[config.mk]
export PLATFORM = sky130hd
export DESIGN_NAME = sdram_cmd_monitor_flat
export DESIGN_NICKNAME = d
export VERILOG_FILES = /design/src/rtl/sdram_mon_pkg.sv /design/src/rtl/sdram_cmd_monitor_if.sv /design/src/rtl/sdram_mon_fifo.sv /design/src/rtl/sdram_cmd_monitor.sv /design/src/flat_wrapper.sv
export SDC_FILE = /design/constraint.sdc
export NUM_CORES = 1
export LEC_CHECK = 0
export CORE_ASPECT_RATIO = 0.9
export CORE_MARGIN = 8
export CORE_UTILIZATION = 40
export DETAILED_ROUTE_END_ITERATION = 10
export SLEW_MARGIN = 20
export SYNTH_ARGS = -nofsm -noshare
export SYNTH_HDL_FRONTEND = slang
export SYNTH_SLANG_ARGS = --single-unit
[constraint.sdc]
create_clock -name sdram_clk -period 9.3 [get_ports sdram_clk]
set_clock_uncertainty 0.05 [all_clocks]
set_input_delay 2.325 -clock sdram_clk [delete_from_list [all_inputs] [get_ports sdram_clk]]
set_output_delay 2.325 -clock sdram_clk [all_outputs]
set_load 0.03 [all_outputs]
[src/rtl/sdram_mon_pkg.sv]
// Shared types for the SDRAM command monitor: command codes, error strobe
// bit positions, the logged event record and the pin-level command decoder.
package sdram_mon_pkg;

  localparam int BA_W   = 2;
  localparam int ADDR_W = 13;
  localparam int ERR_W  = 6;

  typedef enum logic [2:0] {
    CMD_NOP = 3'd0,
    CMD_ACT = 3'd1,
    CMD_RD  = 3'd2,
    CMD_WR  = 3'd3,
    CMD_PRE = 3'd4,
    CMD_REF = 3'd5,
    CMD_MRS = 3'd6,
    CMD_BST = 3'd7
  } sdram_cmd_e;

  // Bit positions inside err_pulse.
  localparam int ERR_RW_CLOSED = 0;  // RD/WR to a bank with no open row
  localparam int ERR_ACT_OPEN  = 1;  // ACT to a bank that already has a row open
  localparam int ERR_TRCD      = 2;  // RD/WR too soon after ACT
  localparam int ERR_TRP       = 3;  // ACT too soon after PRE
  localparam int ERR_REF_OPEN  = 4;  // REF while some bank is open
  localparam int ERR_TRFC      = 5;  // any command too soon after REF

  typedef struct packed {
    sdram_cmd_e          cmd;
    logic [BA_W-1:0]     ba;
    logic [ADDR_W-1:0]   addr;
    logic [ADDR_W-1:0]   row;
  } sdram_evt_t;

  // A command only exists when the clock is enabled and the chip is selected.
  function automatic sdram_cmd_e decode_cmd(input logic cke, input logic cs_n,
                                            input logic ras_n, input logic cas_n,
                                            input logic we_n);
    sdram_cmd_e c;
    c = CMD_NOP;
    if (cke && !cs_n) begin
      case ({ras_n, cas_n, we_n})
        3'b011:  c = CMD_ACT;
        3'b101:  c = CMD_RD;
        3'b100:  c = CMD_WR;
        3'b010:  c = CMD_PRE;
        3'b001:  c = CMD_REF;
        3'b000:  c = CMD_MRS;
        3'b110:  c = CMD_BST;
        default: c = CMD_NOP;
      endcase
    end
    return c;
  endfunction

endpackage

[src/rtl/sdram_cmd_monitor_if.sv]
// Event stream from the monitor to whatever consumes the command log.
//
// Handshake: the master holds evt_valid and all evt_* fields stable until the
// beat is taken; a beat transfers on any rising clock edge where
// evt_valid=1 and evt_ready=1. evt_ready may be driven freely and does not
// depend on evt_valid.
interface sdram_cmd_monitor_if;
  import sdram_mon_pkg::*;

  logic              evt_valid;
  logic              evt_ready;
  logic [2:0]        evt_cmd;
  logic [BA_W-1:0]   evt_ba;
  logic [ADDR_W-1:0] evt_addr;
  logic [ADDR_W-1:0] evt_row;

  modport master (
    output evt_valid, evt_cmd, evt_ba, evt_addr, evt_row,
    input  evt_ready
  );

  modport slave (
    input  evt_valid, evt_cmd, evt_ba, evt_addr, evt_row,
    output evt_ready
  );

endinterface

[src/rtl/sdram_mon_fifo.sv]
// Synchronous event FIFO. Output data comes straight from the storage flops
// and the valid flag is its own register, so nothing combinational from the
// write side reaches the read side.
module sdram_mon_fifo
  import sdram_mon_pkg::*;
#(
  parameter int DEPTH = 4
) (
  input  logic       clk,
  input  logic       rst,
  input  logic       push,
  input  sdram_evt_t push_data,
  input  logic       pop,
  output logic       full,
  output logic       empty,
  output logic       rd_valid,
  output sdram_evt_t rd_data
);

  localparam int AW = (DEPTH > 1) ? $clog2(DEPTH) : 1;
  localparam int CW = $clog2(DEPTH + 1);

  sdram_evt_t    mem [DEPTH];
  logic [AW-1:0] wr_ptr;
  logic [AW-1:0] rd_ptr;
  logic [CW-1:0] count;
  logic [CW-1:0] count_next;
  logic          do_push;
  logic          do_pop;
  logic          valid_q;

  assign full     = (count == CW'(DEPTH));
  assign empty    = (count == '0);
  assign do_pop   = pop && !empty;
  // A full FIFO still accepts a write when the head leaves in the same cycle.
  assign do_push  = push && (!full || do_pop);
  assign rd_valid = valid_q;
  assign rd_data  = mem[rd_ptr];

  // Occupancy after this cycle's push/pop.
  always_comb begin
    count_next = count;
    case ({do_push, do_pop})
      2'b10:   count_next = count + 1'b1;
      2'b01:   count_next = count - 1'b1;
      default: count_next = count;
    endcase
  end

  // Pointers, occupancy, valid flag and storage; reset scrubs old entries.
  always_ff @(posedge clk) begin
    if (rst) begin
      wr_ptr  <= '0;
      rd_ptr  <= '0;
      count   <= '0;
      valid_q <= 1'b0;
      for (int i = 0; i < DEPTH; i++) mem[i] <= '0;
    end else begin
      if (do_push) begin
        mem[wr_ptr] <= push_data;
        wr_ptr      <= wr_ptr + 1'b1;
      end
      if (do_pop) rd_ptr <= rd_ptr + 1'b1;
      count   <= count_next;
      valid_q <= (count_next != '0);
    end
  end

endmodule

[src/rtl/sdram_cmd_monitor.sv]
// Passive SDRAM command bus monitor: decodes each cycle's command, tracks
// per-bank open rows and timing, flags protocol violations, and logs every
// non-NOP command to an event stream.
module sdram_cmd_monitor
  import sdram_mon_pkg::*;
#(
  parameter int TRCD       = 3,
  parameter int TRP        = 3,
  parameter int TRFC       = 7,
  parameter int FIFO_DEPTH = 4
) (
  input  logic                    sdram_clk,
  input  logic                    sdram_rst,
  input  logic                    sdr_cke,
  input  logic                    sdr_cs_n,
  input  logic                    sdr_ras_n,
  input  logic                    sdr_cas_n,
  input  logic                    sdr_we_n,
  input  logic [BA_W-1:0]         sdr_ba,
  input  logic [ADDR_W-1:0]       sdr_addr,
  input  logic                    sdr_init_done,
  sdram_cmd_monitor_if.master     evt,
  output logic [ERR_W-1:0]        err_pulse,
  output logic [15:0]             err_count,
  output logic                    evt_overflow,
  output logic [ADDR_W-1:0]       mode_reg
);

  localparam int TMAX_A = (TRCD > TRP) ? TRCD : TRP;
  localparam int TMAX   = (TMAX_A > TRFC) ? TMAX_A : TRFC;
  localparam int CNT_W  = $clog2(TMAX + 1);
  localparam int NBANK  = 1 << BA_W;

  localparam logic [CNT_W-1:0] CNT_SAT   = '1;
  localparam logic [CNT_W-1:0] TRCD_LIM  = CNT_W'(TRCD - 1);
  localparam logic [CNT_W-1:0] TRP_LIM   = CNT_W'(TRP - 1);
  localparam logic [CNT_W-1:0] TRFC_LIM  = CNT_W'(TRFC - 1);
  localparam logic [CNT_W-1:0] TRFC_SAT  = CNT_W'(TRFC);

  sdram_cmd_e        cmd;
  logic              is_rw;
  logic [NBANK-1:0]  bank_open;
  logic [ADDR_W-1:0] bank_row [NBANK];
  logic [CNT_W-1:0]  bank_cnt [NBANK];
  logic [CNT_W-1:0]  ref_cnt;
  logic [ERR_W-1:0]  err_next;
  logic [16:0]       err_sum;

  sdram_evt_t        push_data;
  sdram_evt_t        rd_data;
  logic              push;
  logic              pop;
  logic              fifo_full;
  logic              fifo_empty;
  logic              fifo_valid;

  // Decode the pins and build the event record (row is the pre-update value).
  always_comb begin
    cmd            = decode_cmd(sdr_cke, sdr_cs_n, sdr_ras_n, sdr_cas_n, sdr_we_n);
    is_rw          = (cmd == CMD_RD) || (cmd == CMD_WR);
    push           = (cmd != CMD_NOP);
    push_data.cmd  = cmd;
    push_data.ba   = sdr_ba;
    push_data.addr = sdr_addr;
    push_data.row  = bank_row[sdr_ba];
  end

  // Protocol checks against the bank/refresh state as it stood before this command.
  always_comb begin
    err_next = '0;
    if (sdr_init_done) begin
      if (is_rw && !bank_open[sdr_ba])                 err_next[ERR_RW_CLOSED] = 1'b1;
      if ((cmd == CMD_ACT) && bank_open[sdr_ba])       err_next[ERR_ACT_OPEN]  = 1'b1;
      if (is_rw && (bank_cnt[sdr_ba] < TRCD_LIM))      err_next[ERR_TRCD]      = 1'b1;
      if ((cmd == CMD_ACT) && (bank_cnt[sdr_ba] < TRP_LIM))
                                                       err_next[ERR_TRP]       = 1'b1;
      if ((cmd == CMD_REF) && (|bank_open))            err_next[ERR_REF_OPEN]  = 1'b1;
      if ((cmd != CMD_NOP) && (ref_cnt < TRFC_LIM))    err_next[ERR_TRFC]      = 1'b1;
    end
  end

  // Per-bank open flag, open row and cycles since the last ACT/PRE.
  always_ff @(posedge sdram_clk) begin
    if (sdram_rst) begin
      bank_open <= '0;
      for (int b = 0; b < NBANK; b++) begin
        bank_row[b] <= '0;
        bank_cnt[b] <= CNT_SAT;
      end
    end else begin
      for (int b = 0; b < NBANK; b++) begin
        if ((cmd == CMD_ACT) && (sdr_ba == BA_W'(b))) begin
          bank_open[b] <= 1'b1;
          bank_row[b]  <= sdr_addr;
          bank_cnt[b]  <= '0;
        end else if ((cmd == CMD_PRE) && ((sdr_ba == BA_W'(b)) || sdr_addr[10])) begin
          bank_open[b] <= 1'b0;
          bank_cnt[b]  <= '0;
        end else begin
          // Auto-precharge closes the bank once the access itself was checked.
          if (is_rw && (sdr_ba == BA_W'(b)) && sdr_addr[10]) bank_open[b] <= 1'b0;
          if (bank_cnt[b] != CNT_SAT) bank_cnt[b] <= bank_cnt[b] + 1'b1;
        end
      end
    end
  end

  // Cycles since the last REF, parked at TRFC once the window has passed.
  always_ff @(posedge sdram_clk) begin
    if (sdram_rst)              ref_cnt <= TRFC_SAT;
    else if (cmd == CMD_REF)    ref_cnt <= '0;
    else if (ref_cnt < TRFC_SAT) ref_cnt <= ref_cnt + 1'b1;
  end

  assign err_sum = {1'b0, err_count} + 17'($countones(err_pulse));

  // Error strobe, saturating error total, mode register shadow, overflow flag.
  always_ff @(posedge sdram_clk) begin
    if (sdram_rst) begin
      err_pulse    <= '0;
      err_count    <= '0;
      mode_reg     <= '0;
      evt_overflow <= 1'b0;
    end else begin
      err_pulse <= err_next;
      err_count <= err_sum[16] ? 16'hFFFF : err_sum[15:0];
      if (cmd == CMD_MRS) mode_reg <= sdr_addr;
      if (push && fifo_full && !pop) evt_overflow <= 1'b1;
    end
  end

  assign pop = !fifo_empty && evt.evt_ready;

  sdram_mon_fifo #(
    .DEPTH (FIFO_DEPTH)
  ) u_fifo (
    .clk       (sdram_clk),
    .rst       (sdram_rst),
    .push      (push),
    .push_data (push_data),
    .pop       (pop),
    .full      (fifo_full),
    .empty     (fifo_empty),
    .rd_valid  (fifo_valid),
    .rd_data   (rd_data)
  );

  assign evt.evt_valid = fifo_valid;
  assign evt.evt_cmd   = rd_data.cmd;
  assign evt.evt_ba    = rd_data.ba;
  assign evt.evt_addr  = rd_data.addr;
  assign evt.evt_row   = rd_data.row;

endmodule
[src/flat_wrapper.sv]
// flat-port wrapper written by rule: the top's interface ports become plain ports
module sdram_cmd_monitor_flat import sdram_mon_pkg::*;
#(
  parameter int TRCD       = 3,
  parameter int TRP        = 3,
  parameter int TRFC       = 7,
  parameter int FIFO_DEPTH = 4
)
  (sdram_clk, sdram_rst, sdr_cke, sdr_cs_n, sdr_ras_n, sdr_cas_n, sdr_we_n, sdr_ba, sdr_addr, sdr_init_done, err_pulse, err_count, evt_overflow, mode_reg, evt_evt_valid, evt_evt_cmd, evt_evt_ba, evt_evt_addr, evt_evt_row, evt_evt_ready);
  sdram_cmd_monitor_if evt_i ();
  input  logic sdram_clk;
  input  logic sdram_rst;
  input  logic sdr_cke;
  input  logic sdr_cs_n;
  input  logic sdr_ras_n;
  input  logic sdr_cas_n;
  input  logic sdr_we_n;
  input  logic [BA_W-1:0] sdr_ba;
  input  logic [ADDR_W-1:0] sdr_addr;
  input  logic sdr_init_done;
  output logic [ERR_W-1:0] err_pulse;
  output logic [15:0] err_count;
  output logic evt_overflow;
  output logic [ADDR_W-1:0] mode_reg;
  output wire logic [$bits(evt_i.evt_valid)-1:0] evt_evt_valid;
  output wire logic [$bits(evt_i.evt_cmd)-1:0] evt_evt_cmd;
  output wire logic [$bits(evt_i.evt_ba)-1:0] evt_evt_ba;
  output wire logic [$bits(evt_i.evt_addr)-1:0] evt_evt_addr;
  output wire logic [$bits(evt_i.evt_row)-1:0] evt_evt_row;
  input wire logic [$bits(evt_i.evt_ready)-1:0] evt_evt_ready;
  assign evt_evt_valid = evt_i.evt_valid;
  assign evt_evt_cmd = evt_i.evt_cmd;
  assign evt_evt_ba = evt_i.evt_ba;
  assign evt_evt_addr = evt_i.evt_addr;
  assign evt_evt_row = evt_i.evt_row;
  assign evt_i.evt_ready = evt_evt_ready;
  sdram_cmd_monitor #(.TRCD(TRCD), .TRP(TRP), .TRFC(TRFC), .FIFO_DEPTH(FIFO_DEPTH)) u_core (.sdram_clk(sdram_clk), .sdram_rst(sdram_rst), .sdr_cke(sdr_cke), .sdr_cs_n(sdr_cs_n), .sdr_ras_n(sdr_ras_n), .sdr_cas_n(sdr_cas_n), .sdr_we_n(sdr_we_n), .sdr_ba(sdr_ba), .sdr_addr(sdr_addr), .sdr_init_done(sdr_init_done), .evt(evt_i), .err_pulse(err_pulse), .err_count(err_count), .evt_overflow(evt_overflow), .mode_reg(mode_reg));
endmodule
### Yosys cells after proc, flatten, opt, wreduce, memory -nomap -nowiden

Memories as Yosys holds them, arrays and structs flattened. A register that Yosys moved wholly into a read port is not among the register bits.
Cells that the tools add are included.

* register bits: 51
* memory bits (writable): 188
* bits of input ports: 24
* output and inout bits: 68
* word-level logic and storage cells: 226
* memories kept: 3

* add/subtract/negate cells: 15
* magnitude comparators: 4
* equality and inequality tests: 22
* mux-type cells: 100
* bitwise logic cells: 17
* reductions and logical operators: 52

Memory list
* u_core.u_fifo.mem: depth 4, bits a word 31, read ports 1, clocked after Yosys merged registers in 1, write ports 4, RTL line sdram_mon_fifo.sv:23 `sdram_evt_t mem [DEPTH];`
* u_core.bank_row: depth 4, bits a word 13, read ports 1, clocked after Yosys merged registers in 0, write ports 4, RTL line sdram_cmd_monitor.sv:43 `logic [ADDR_W-1:0] bank_row [NBANK];`
* u_core.bank_cnt: depth 4, bits a word 3, read ports 5, clocked after Yosys merged registers in 0, write ports 4, RTL line sdram_cmd_monitor.sv:44 `logic [CNT_W-1:0] bank_cnt [NBANK];`

Operator list (count)
* 2-to-1 mux 1 bit: 73
* 2-to-1 mux 13 bit: 4
* 2-to-1 mux 3 bit: 15
* adder 17 bit: 2
* 2-to-1 mux 31 bit: 1
* OR reduction 31 bit: 1
* logical AND 1 bit: 28
* equality test 3 bit, second input constant: 7
* one-hot mux 3 bit (7 select lines): 1
* adder 3 x 1 -> 3 bit, second input constant: 6
* nonzero test 3 bit: 6
* adder 16 x 17 -> 17 bit: 1
* 2-to-1 mux 16 bit: 1
* OR 1 bit: 16
* equality test 3 x 2 -> 1 bit, second input constant: 4
* inequality test 3 bit, second input constant: 4
* adder 1 x 1 -> 2 bit: 3
* equality test 2 bit, second input constant: 3
* equality test 3 x 1 -> 1 bit, second input constant: 2
* logical NOT 3 bit: 2
* logical OR 1 bit: 6
* less-than comparator 3 bit, second input constant: 2
* 2-to-1 mux 2 bit: 3
* one-hot mux 3 bit (2 select lines): 1
* 12 further kinds: 18

### Depth between registers and ports, before layout

Gate-level depths: netlist (run 1).

* depth in word-level cells: 11
* mapped depth: 12
* mapped depth without buffers: 12

### By module

Synthesis (run 1) repeated with hierarchy kept, for this count alone.

* cell total of the unflattened synthesis: 805
* area total of the unflattened synthesis: 11039.3 um^2

Modules (own cells, without submodules)
* sdram_mon_fifo: instances 1, cells an instance 368, area an instance 5982.0 um^2, seq. area each 3923.8 um^2
* sdram_cmd_monitor: instances 1, cells an instance 437, area an instance 5057.4 um^2, seq. area each 2782.7 um^2

### Least setup slack after synthesis (run 1)

OpenSTA, ideal clock, no wires.

* path type: input port to flip-flop
* start: input sdr_ras_n
* end: memory u_core.u_fifo.mem[3][0] (netlist bit), enable pin
* setup time: 0.462 ns
* data arrival time: 5.490 ns
* setup slack: 3.298 ns
* cell stages on the path: 6
* cells stage by stage: buf_2 -> nand3_1 -> nor3b_4 -> clkbuf_1 -> nand2_1 -> o21ai_0

RTL lines
* start, declared: RTL line flat_wrapper.sv:15 `input logic sdr_ras_n;`
* end, declared: RTL line sdram_mon_fifo.sv:23

==> results of run 1 <==
## layer usage
layer	track usage, %	wire length [µm]	share of wire [%]
met1	20.7	11600	47
met2	24.5	11700	47
met3	2.47	1080	4.3
met4	3.62	510	2.1
met5	0	0	0
## logic make-up after synthesis
kind of cell	share of synthesized area (%)
multiplexers	9.64
AO/OA/AOI/OAI	4.28
XOR/XNOR	1.28
flip-flops	61.3
buffers and inverters	2.70
adder cells (fa/ha/maj)	2.86
AND/OR/NAND/NOR	18.0
## worst paths after layout
| check | end | slack, ns |
|---|---|---|
| max reg2reg | u_core.err_count[8] | 5.96 |
| min reg2reg | u_core.mode_reg[3] | 0.41 |
| max | u_core.u_fifo.mem[0][22] | 4.23 |
| min | u_core.mode_reg[3] | 0.41 |
## area by class of cell
cell class                      instances  area (µm²)  area share [%]
Clock inverter                         11        53.8           0.416
Tap cell                              354         443            3.42
Sequential cell                       241        6710            51.8
Inverter                               14        52.6           0.406
Clock buffer                           37         723            5.59
Multi-Input combinational cell        500        3950            30.6
Timing Repair Buffer                  104        1000            7.76
## where the power goes
group	total (mW)	internal, mW	switching, mW
logic	0.607	0.266	0.341
clock network	0.948	0.540	0.408
registers	1.31	1.26	0.0452
total	2.86	2.07	0.794
## worst max-delay path, cell delays in order
cell and delay (ns):
clkdlybuf4s50_1 0.59, nand3_1 0.28, nor3b_4 0.21, buf_4 0.34, nand2_2 0.19, or3_1 0.42, nand2_1 0.44, buf_4 0.40
## cell usage after synthesis (2+ instances only)
| cell type | count | area [µm²] |
|---|---|---|
| ha_1 | 17 | 213 |
| nand4_1 | 3 | 18.8 |
| mux4_2 | 45 | 1010 |
| nor3_4 | 5 | 81.3 |
| nand2b_1 | 9 | 56.3 |
| a31o_2 | 2 | 17.5 |
| nor2b_1 | 11 | 68.8 |
| nand3_1 | 10 | 50.1 |
| dfxtp_1 | 53 | 1060 |
| clkbuf_1 | 21 | 78.8 |
| edfxtp_1 | 188 | 5650 |
| clkbuf_2 | 2 | 10.0 |
| and2_4 | 20 | 175 |
| nand2_1 | 55 | 206 |
| xnor2_1 | 8 | 70.1 |
| o21ai_0 | 22 | 110 |
| fa_1 | 5 | 100 |
| a21oi_1 | 42 | 210 |
| inv_1 | 13 | 48.8 |
| buf_6 | 5 | 56.3 |
| a211oi_1 | 2 | 15.0 |
| buf_2 | 12 | 60.1 |
| and2_1 | 119 | 744 |
| buf_4 | 5 | 37.5 |
| and3_1 | 33 | 206 |
| o31ai_1 | 2 | 15.0 |
| nor3_1 | 7 | 35.0 |
| nor2_1 | 42 | 158 |
| xor2_1 | 8 | 70.1 |
| or3_1 | 3 | 18.8 |
| mux2i_1 | 3 | 30.0 |
| a31oi_1 | 4 | 25.0 |
## stage by stage
stage,utilization [%],instance area (µm²)
floorplan,-,10900
global placement,45.1,12200
detailed placement,45.1,12200
CTS,48.0,12900
global route,48.0,12900
finish,48.0,12900
==> flow_metrics.py, run 1 <==
metrics = {
    "worst_setup_path": {
        "rr_startpoint": "u_core.err_pulse[5]",
        "startpoint": "sdr_we_n",
        "cp-start-kind": "input port",
        "crit_arrival_ns": 5.22,
        "crit_required_ns": 9.45,
        "end_kind": "register",
        "critPathKind": "in -> reg",
        "worstPathMaxFanout": 31,
        "ff2ff_path_depth": 11,
    },
    "run": {
        "drv_cap": 0,
    },
    "routing": {
        "avgRoutedWirePerCell_um": 19.7,
        "routed_wl_um": 24900,
        "vias": 6481,
        "vias_per_cell": 5.14,
        "drt_pass1_iterations": 5,
        "ant_nets": 0,
        "route.detailed.drc": 0,
        "drt-initial-drc-count": 431,
    },
    "clock_network": {
        "cts_tree": "built",
        "post_cts_buffers": 0,
        "post_cts_resized": 0,
        "clock_sinks": 241,
        "cts_root_buf": "clkbuf_16",
        "insertion_delay_ns": 0.53,
        "htreeDepth": 1,
        "cts_buffer_depth": 3,
        "clk_pin_slew_worst_paths_ns": 0.06,
        "cts_buffers": 27,
        "ctsHoldBuffers": 0,
    },
    "placed_design": {
        "post-place-ws_ns": 3.68,
        "io_buffers": 91,
        "dp.cells": 1213,
        "dp_hpwl_um": 16000,
        "place_congestion": 0.752,
    },
    "global_routing": {
        "grt_start_max_net_pins": 55,
        "grt_pass1_wl_um": 39300,
        "gr-total-overflow": 0,
        "grt_antenna_before_repair": 0,
        "groute.usage.overall_pct": 15.0,
        "first_global_vias": 6751,
    },
    "finish": {
        "fin_nets": 934,
        "reg_top3": "u_core.u_fifo.mem x124, u_core.bank_row x52, u_core.err_count x16",
        "final_layout_size_suffix_gt1_share_pct": 14.7,
        "final_common_cell": "edfxtp_1",
        "largest_reg_flops": 124,
        "diodes": 0,
        "nFillCells": 2384,
        "layout_common_cells": "188 x edfxtp_1, 119 x and2_1, 90 x clkdlybuf4s50_1, 55 x nand2_1, 52 x dfxtp_1",
        "fin_cells": 1261,
        "top_register": "u_core.u_fifo.mem",
        "area_delta_synth_final_pct": 18.2,
    },
    "timing": {
        "fmax_mhz": 197,
        "drv_slew": 0,
        "whs_ns": 0.408,
        "tightest_slew_ns": 0.976,
        "slew_headroom_pct": 34.7,
        "fin_crit_sh_pct": 54.5,
        "setup_viol": 0,
        "min_period_ns": 5.07,
        "rsz0062_at_grt": "false",
        "finalHoldViolCount": 0,
        "setup_slack_ns": 4.23,
        "setup_tns_ns": 0,
    },
    "outcome": {
        "status": "complete, no violations",
    },
    "synth": {
        "synth_warnings": 0,
        "synth_nets": 846,
        "synth_cell_types": 56,
        "synth_edf_count": 188,
        "synth_area_per_cell_um2": 13.7,
        "synthArstFlopShare_pct": 0,
        "ys_ff_latch": 241,
        "synthCells": 800,
        "yosysSeqAreaShare_pct": 61.3,
        "syn_area_um2": 10900,
        "synth_flop_cell": "edfxtp_1",
    },
    "worst_hold_path": {
        "worstHoldStart": "u_core.mode_reg[3]",
        "min_path_cells": 2,
        "hp-class": "reg -> reg",
    },
    "floorplanning": {
        "dieArea_um2": 32900,
        "coreArea_um2": 27000,
        "die_h_um": 173,
        "dieWidth_um": 190,
        "ios": 92,
        "placementRows": 57,
        "start_util_pct": 40.6,
    },
    "pwr": {
        "irDropWorstVdd_v": 0.000120,
        "powerDensity_nw_per_um2": 221,
        "p_leak_nw": 4.66,
        "total_power_mw": 2.86,
    },
}
Note: power is estimated with default switching activity, not from simulation.
==> run 2, diff against run 1 <==
clock period = 4.85 ns   (was 9.3 ns; I/O delays follow)
==> run 2 against run 1 <==
Sequential share of layout area shrank 0.21 points. First-iteration DRC count increased by 12%. Routed wire length fell by 0.79%. Die area did not move. Non-clock buffer count grew 1. Global-route usage grew 0.11 points. Worst setup slack got worse by 3.2 ns. Sequential power grew 92%. Sequential cell count did not move. Register-to-register slack got worse by 4.5 ns. Design area increased by 0.42%. Largest cell class unchanged.
==> flow_metrics.py, run 2 (same netlist as run 1, synthesis figures left out) <==
metrics = {
    "placed_design": {
        "dp_hpwl_um": 15700,
        "placed_cell_area_um2": 12200,
        "io_buffers": 91,
        "place_congestion": 0.758,
    },
    "timing": {
        "setup_tns_ns": 0,
        "setup_viol": 0,
        "slew_headroom_pct": 47.5,
        "drv_slew": 0,
        "whs_ns": 0.406,
        "fmax_mhz": 259,
        "fin_crit_sh_pct": 79.5,
        "tightest_slew_ns": 0.781,
        "min_period_ns": 3.86,
        "finalHoldViolCount": 0,
        "rsz0062_at_grt": "false",
    },
    "finish": {
        "final_core_util_pct": 48.2,
        "diodes": 0,
        "area_delta_synth_final_pct": 18.7,
        "seq_area_um2": 6710,
        "nFillCells": 2426,
        "final_layout_size_suffix_gt1_share_pct": 14.6,
        "reg_top3": "u_core.u_fifo.mem x124, u_core.bank_row x52, u_core.err_count x16",
        "final_area_um2": 13000,
        "top_register": "u_core.u_fifo.mem",
        "fin_nets": 935,
        "layout_common_cells": "188 x edfxtp_1, 119 x and2_1, 90 x clkdlybuf4s50_1, 55 x nand2_1, 52 x dfxtp_1",
        "largest_reg_flops": 124,
        "multi_input_area_um2": 3950,
        "final_common_cell": "edfxtp_1",
    },
    "floorplanning": {
        "dieArea_um2": 32900,
        "dieWidth_um": 190,
        "placementRows": 57,
        "coreArea_um2": 27000,
        "ios": 92,
        "start_util_pct": 40.6,
        "die_h_um": 173,
    },
    "pwr": {
        "powerDensity_nw_per_um2": 429,
        "intPower_mw": 4.06,
        "irDropWorstVdd_v": 0.000278,
        "pwr-share-seq_pct": 44.9,
        "p_leak_nw": 4.68,
        "pwr-share-clk_pct": 34.3,
        "p_sw_mw": 1.52,
        "switching_share_pct": 27.2,
        "p_comb_share_pct": 20.7,
    },
    "routing": {
        "ant_nets": 0,
        "routed_wl_um": 24700,
        "avgRoutedWirePerCell_um": 19.6,
        "route.detailed.drc": 0,
        "drt-initial-drc-count": 481,
        "drt_pass1_iterations": 4,
        "vias": 6418,
        "vias_per_cell": 5.09,
    },
    "global_routing": {
        "grt_antenna_before_repair": 1,
        "first_global_vias": 6735,
        "groute.usage.overall_pct": 15.2,
        "gr-total-overflow": 0,
        "grt_pass1_wl_um": 39600,
        "grt_start_max_net_pins": 42,
    },
    "worst_setup_path": {
        "worstPathMaxFanout": 31,
        "critPathKind": "reg -> out",
        "cp-start-kind": "register",
        "end_kind": "output port",
        "crit_arrival_ns": 2.60,
        "crit_required_ns": 3.59,
    },
    "clock_network": {
        "ctsHoldBuffers": 0,
        "cts_tree": "built",
        "cts_buffers": 27,
        "clock_sinks": 241,
        "post_cts_resized": 0,
        "clk_pin_slew_worst_paths_ns": 0.06,
        "cts_root_buf": "clkbuf_16",
        "post_cts_buffers": 0,
        "cts_buffer_depth": 3,
        "htreeDepth": 1,
        "insertion_delay_ns": 0.52,
    },
    "run": {
        "drv_cap": 0,
    },
    "outcome": {
        "status": "complete, no violations",
    },
    "worst_hold_path": {
        "hp-class": "reg -> reg",
    },
}
-- run 2: cell types whose count changed in the layout (fill, tap and decap cells not counted), sizes merged --
cell      delta
bufinv       +1
clkinvlp     -1
clkbuf       +4
buf          +1
clkinv       -3
inv          -1
-- run 2: final cells by class --
class	count	area share, %
Clock inverter	7	0.414
Timing Repair Buffer	105	7.78
Tap cell	354	3.41
Clock buffer	41	5.92
Sequential cell	241	51.6
Inverter	14	0.405
Multi-Input combinational cell	500	30.4
-- run 2: worst paths after layout --
path | start | to | slack, ns | cells past startpoint
setup / recovery | register | evt_evt_row[6] | 0.99 | 3
hold / removal | u_core.mode_reg[2] | u_core.mode_reg[2] | 0.41 | 2
setup reg to reg | u_core.err_pulse[4] | u_core.err_count[0] | 1.49 | 11
hold reg to reg | u_core.mode_reg[2] | u_core.mode_reg[2] | 0.41 | 2
-- run 2: power groups by stage --
stage	Sequential (mW)	Combinational, mW	Clock, mW
finish	2.51	1.16	1.92
global route	2.53	1.27	2.03
CTS	2.51	1.18	1.97
detailed placement	2.55	1.18	0
global placement	2.54	1.17	0
floorplan	2.54	0.796	0
-- run 2: layer usage --
metal	wire length [µm]	up-vias	track usage, %
met5	0	-	0
met4	455	0	3.26
met3	1190	31	2.49
met2	11500	129	24.3
met1	11500	3172	21.3
li1	-	3086	-
-- run 2: critical path, cell delays in order (launching register included) --
cell and delay (ns):
dfxtp_2 0.31, buf_4 0.51, mux4_2 0.62, clkdlybuf4s50_1 0.62
-- run 2: per-stage QoR --
| stage | cells | worst slack [ns] | total power, mW |
|---|---|---|---|
| 6_report | 1262 | 0.992 | 5.58 |
| 5_1_grt | 1262 | 0.829 | 5.84 |
| 4_1_cts | 1262 | 0.895 | 5.65 |
| 3_5_place_dp | 1214 | 1.01 | 3.73 |
| 3_3_place_gp | 1214 | 1.06 | 3.71 |
| 2_1_floorplan | 800 | 0.448 | 3.33 |
==> run 3, diff against run 2 <==
clock period = 3.7 ns   (was 4.85 ns; I/O delays follow)
==> run 3 against run 2 <==
Sequential power increased by 31%. Critical path depth unchanged. Design area increased by 0.89%. Critical path type unchanged. Largest cell class unchanged.
==> flow_metrics.py, run 3 (same netlist as run 1, synthesis figures left out) <==
metrics = {
    "outcome": {
        "status": "complete, no violations",
    },
    "routing": {
        "routed_wl_um": 24600,
        "ant_nets": 0,
        "vias": 6474,
        "route.detailed.drc": 0,
        "vias_per_cell": 5.08,
        "drt_pass1_iterations": 4,
        "drt-initial-drc-count": 337,
        "avgRoutedWirePerCell_um": 19.3,
    },
    "floorplanning": {
        "placementRows": 57,
        "coreArea_um2": 27000,
        "die_h_um": 173,
        "dieWidth_um": 190,
        "ios": 92,
        "start_util_pct": 40.6,
        "dieArea_um2": 32900,
    },
    "worst_setup_path": {
        "crit_arrival_ns": 2.35,
        "slowest_stage": "clkdlybuf4s50_1",
        "max_stage_delay_ns": 0.62,
        "worstPathMaxFanout": 31,
        "crit_cells": 3,
        "ff2ff_path_depth": 12,
        "crit_required_ns": 2.72,
        "critPathKind": "reg -> out",
        "path_cells": "buf_12 > mux4_2 > clkdlybuf4s50_1",
        "worst_path_dominant_cell_family": "buffers and inverters",
        "path_buf_inv": 2,
        "cp-start-kind": "register",
        "end_kind": "output port",
    },
    "timing": {
        "fmax_mhz": 301,
        "setup_viol": 0,
        "min_period_ns": 3.33,
        "fin_crit_sh_pct": 89.9,
        "tightest_slew_ns": 0.585,
        "finalHoldViolCount": 0,
        "setup_slack_ns": 0.374,
        "rsz0062_at_grt": "false",
        "setup_tns_ns": 0,
        "slew_headroom_pct": 60.9,
        "drv_slew": 0,
    },
    "global_routing": {
        "grt_antenna_before_repair": 2,
        "first_global_vias": 6660,
        "gr-total-overflow": 0,
        "grt_pass1_wl_um": 38800,
        "grt_start_max_net_pins": 54,
        "groute.usage.overall_pct": 14.9,
    },
    "worst_hold_path": {
        "hp-class": "reg -> reg",
        "min_path_cells": 2,
    },
    "finish": {
        "largest_reg_flops": 124,
        "area_delta_synth_final_pct": 19.8,
        "reg_top3": "u_core.u_fifo.mem x124, u_core.bank_row x52, u_core.err_count x16",
        "fin_cells": 1275,
        "final_core_util_pct": 48.6,
        "layout_common_cells": "188 x edfxtp_1, 119 x and2_1, 90 x clkdlybuf4s50_1, 55 x nand2_1, 52 x dfxtp_1",
        "final_common_cell": "edfxtp_1",
        "top_register": "u_core.u_fifo.mem",
        "fin_nets": 946,
        "final_layout_size_suffix_gt1_share_pct": 16.3,
    },
    "placed_design": {
        "dp_hpwl_um": 15800,
        "dp.cells": 1226,
        "post-place-ws_ns": 0.379,
        "io_buffers": 91,
        "place_congestion": 0.760,
    },
    "clock_network": {
        "cts_tree": "built",
        "clock_sinks": 241,
        "ctsHoldBuffers": 0,
        "cts_root_buf": "clkbuf_16",
        "cts_buffers": 26,
        "post_cts_resized": 0,
        "htreeDepth": 1,
        "post_cts_buffers": 0,
        "clk_pin_slew_worst_paths_ns": 0.06,
        "cts_buffer_depth": 3,
        "insertion_delay_ns": 0.53,
    },
    "pwr": {
        "total_power_mw": 7.23,
        "p_leak_nw": 4.74,
        "irDropWorstVdd_v": 0.000285,
        "powerDensity_nw_per_um2": 552,
    },
    "run": {
        "drv_cap": 0,
    },
}
-- run 3: final cells by class --
| cell class | count | area, µm² |
|---|---|---|
| Antenna cell | 1 | 2.50 |
| Clock buffer | 39 | 729 |
| Clock inverter | 9 | 66.3 |
| Fill cell | 2402 | 13900 |
| Inverter | 14 | 52.6 |
| Multi-Input combinational cell | 500 | 3950 |
| Sequential cell | 241 | 6710 |
| Tap cell | 354 | 443 |
| Timing Repair Buffer | 117 | 1150 |
-- run 3: layer usage --
metal | wire, µm | GRT usage [%]
met5 | 0 | 0
met4 | 423 | 3.68
met3 | 1400 | 2.96
met2 | 11500 | 23.9
met1 | 11300 | 20.5
-- run 3: path summary, 6_finish.rpt --
kind                        from                    to  slack [ns]
min reg2reg   u_core.mode_reg[0]    u_core.mode_reg[0]        0.41
max                     register      evt_evt_addr[12]        0.37
max reg2reg  u_core.err_pulse[4]  u_core.err_count[13]        0.55
min           u_core.mode_reg[0]    u_core.mode_reg[0]        0.41
-- run 3: metrics by stage --
step | area, µm² | hold WS, ns
after floorplan | 10900 | 0.418
after global placement | 12300 | 0.393
after detailed placement | 12300 | 0.399
after CTS | 13100 | 0.411
after global routing | 13100 | 0.442
final | 13100 | 0.408
-- run 3: worst reg2reg max path, delay by kind of cell, from the launching register on --
kind	cells	cell delay (ns)
flip-flops	1	0.32
AO/OA/AOI/OAI	2	0.35
AND/OR/NAND/NOR	2	0.28
adder cells (fa/ha/maj)	5	1.74
buffers and inverters	2	0.12
XOR/XNOR	1	0.15
-- run 3: report_power, final --
group / switching, mW / internal [mW]
clock: 1.05 / 1.37
sequential: 0.114 / 3.17
combinational: 0.841 / 0.692
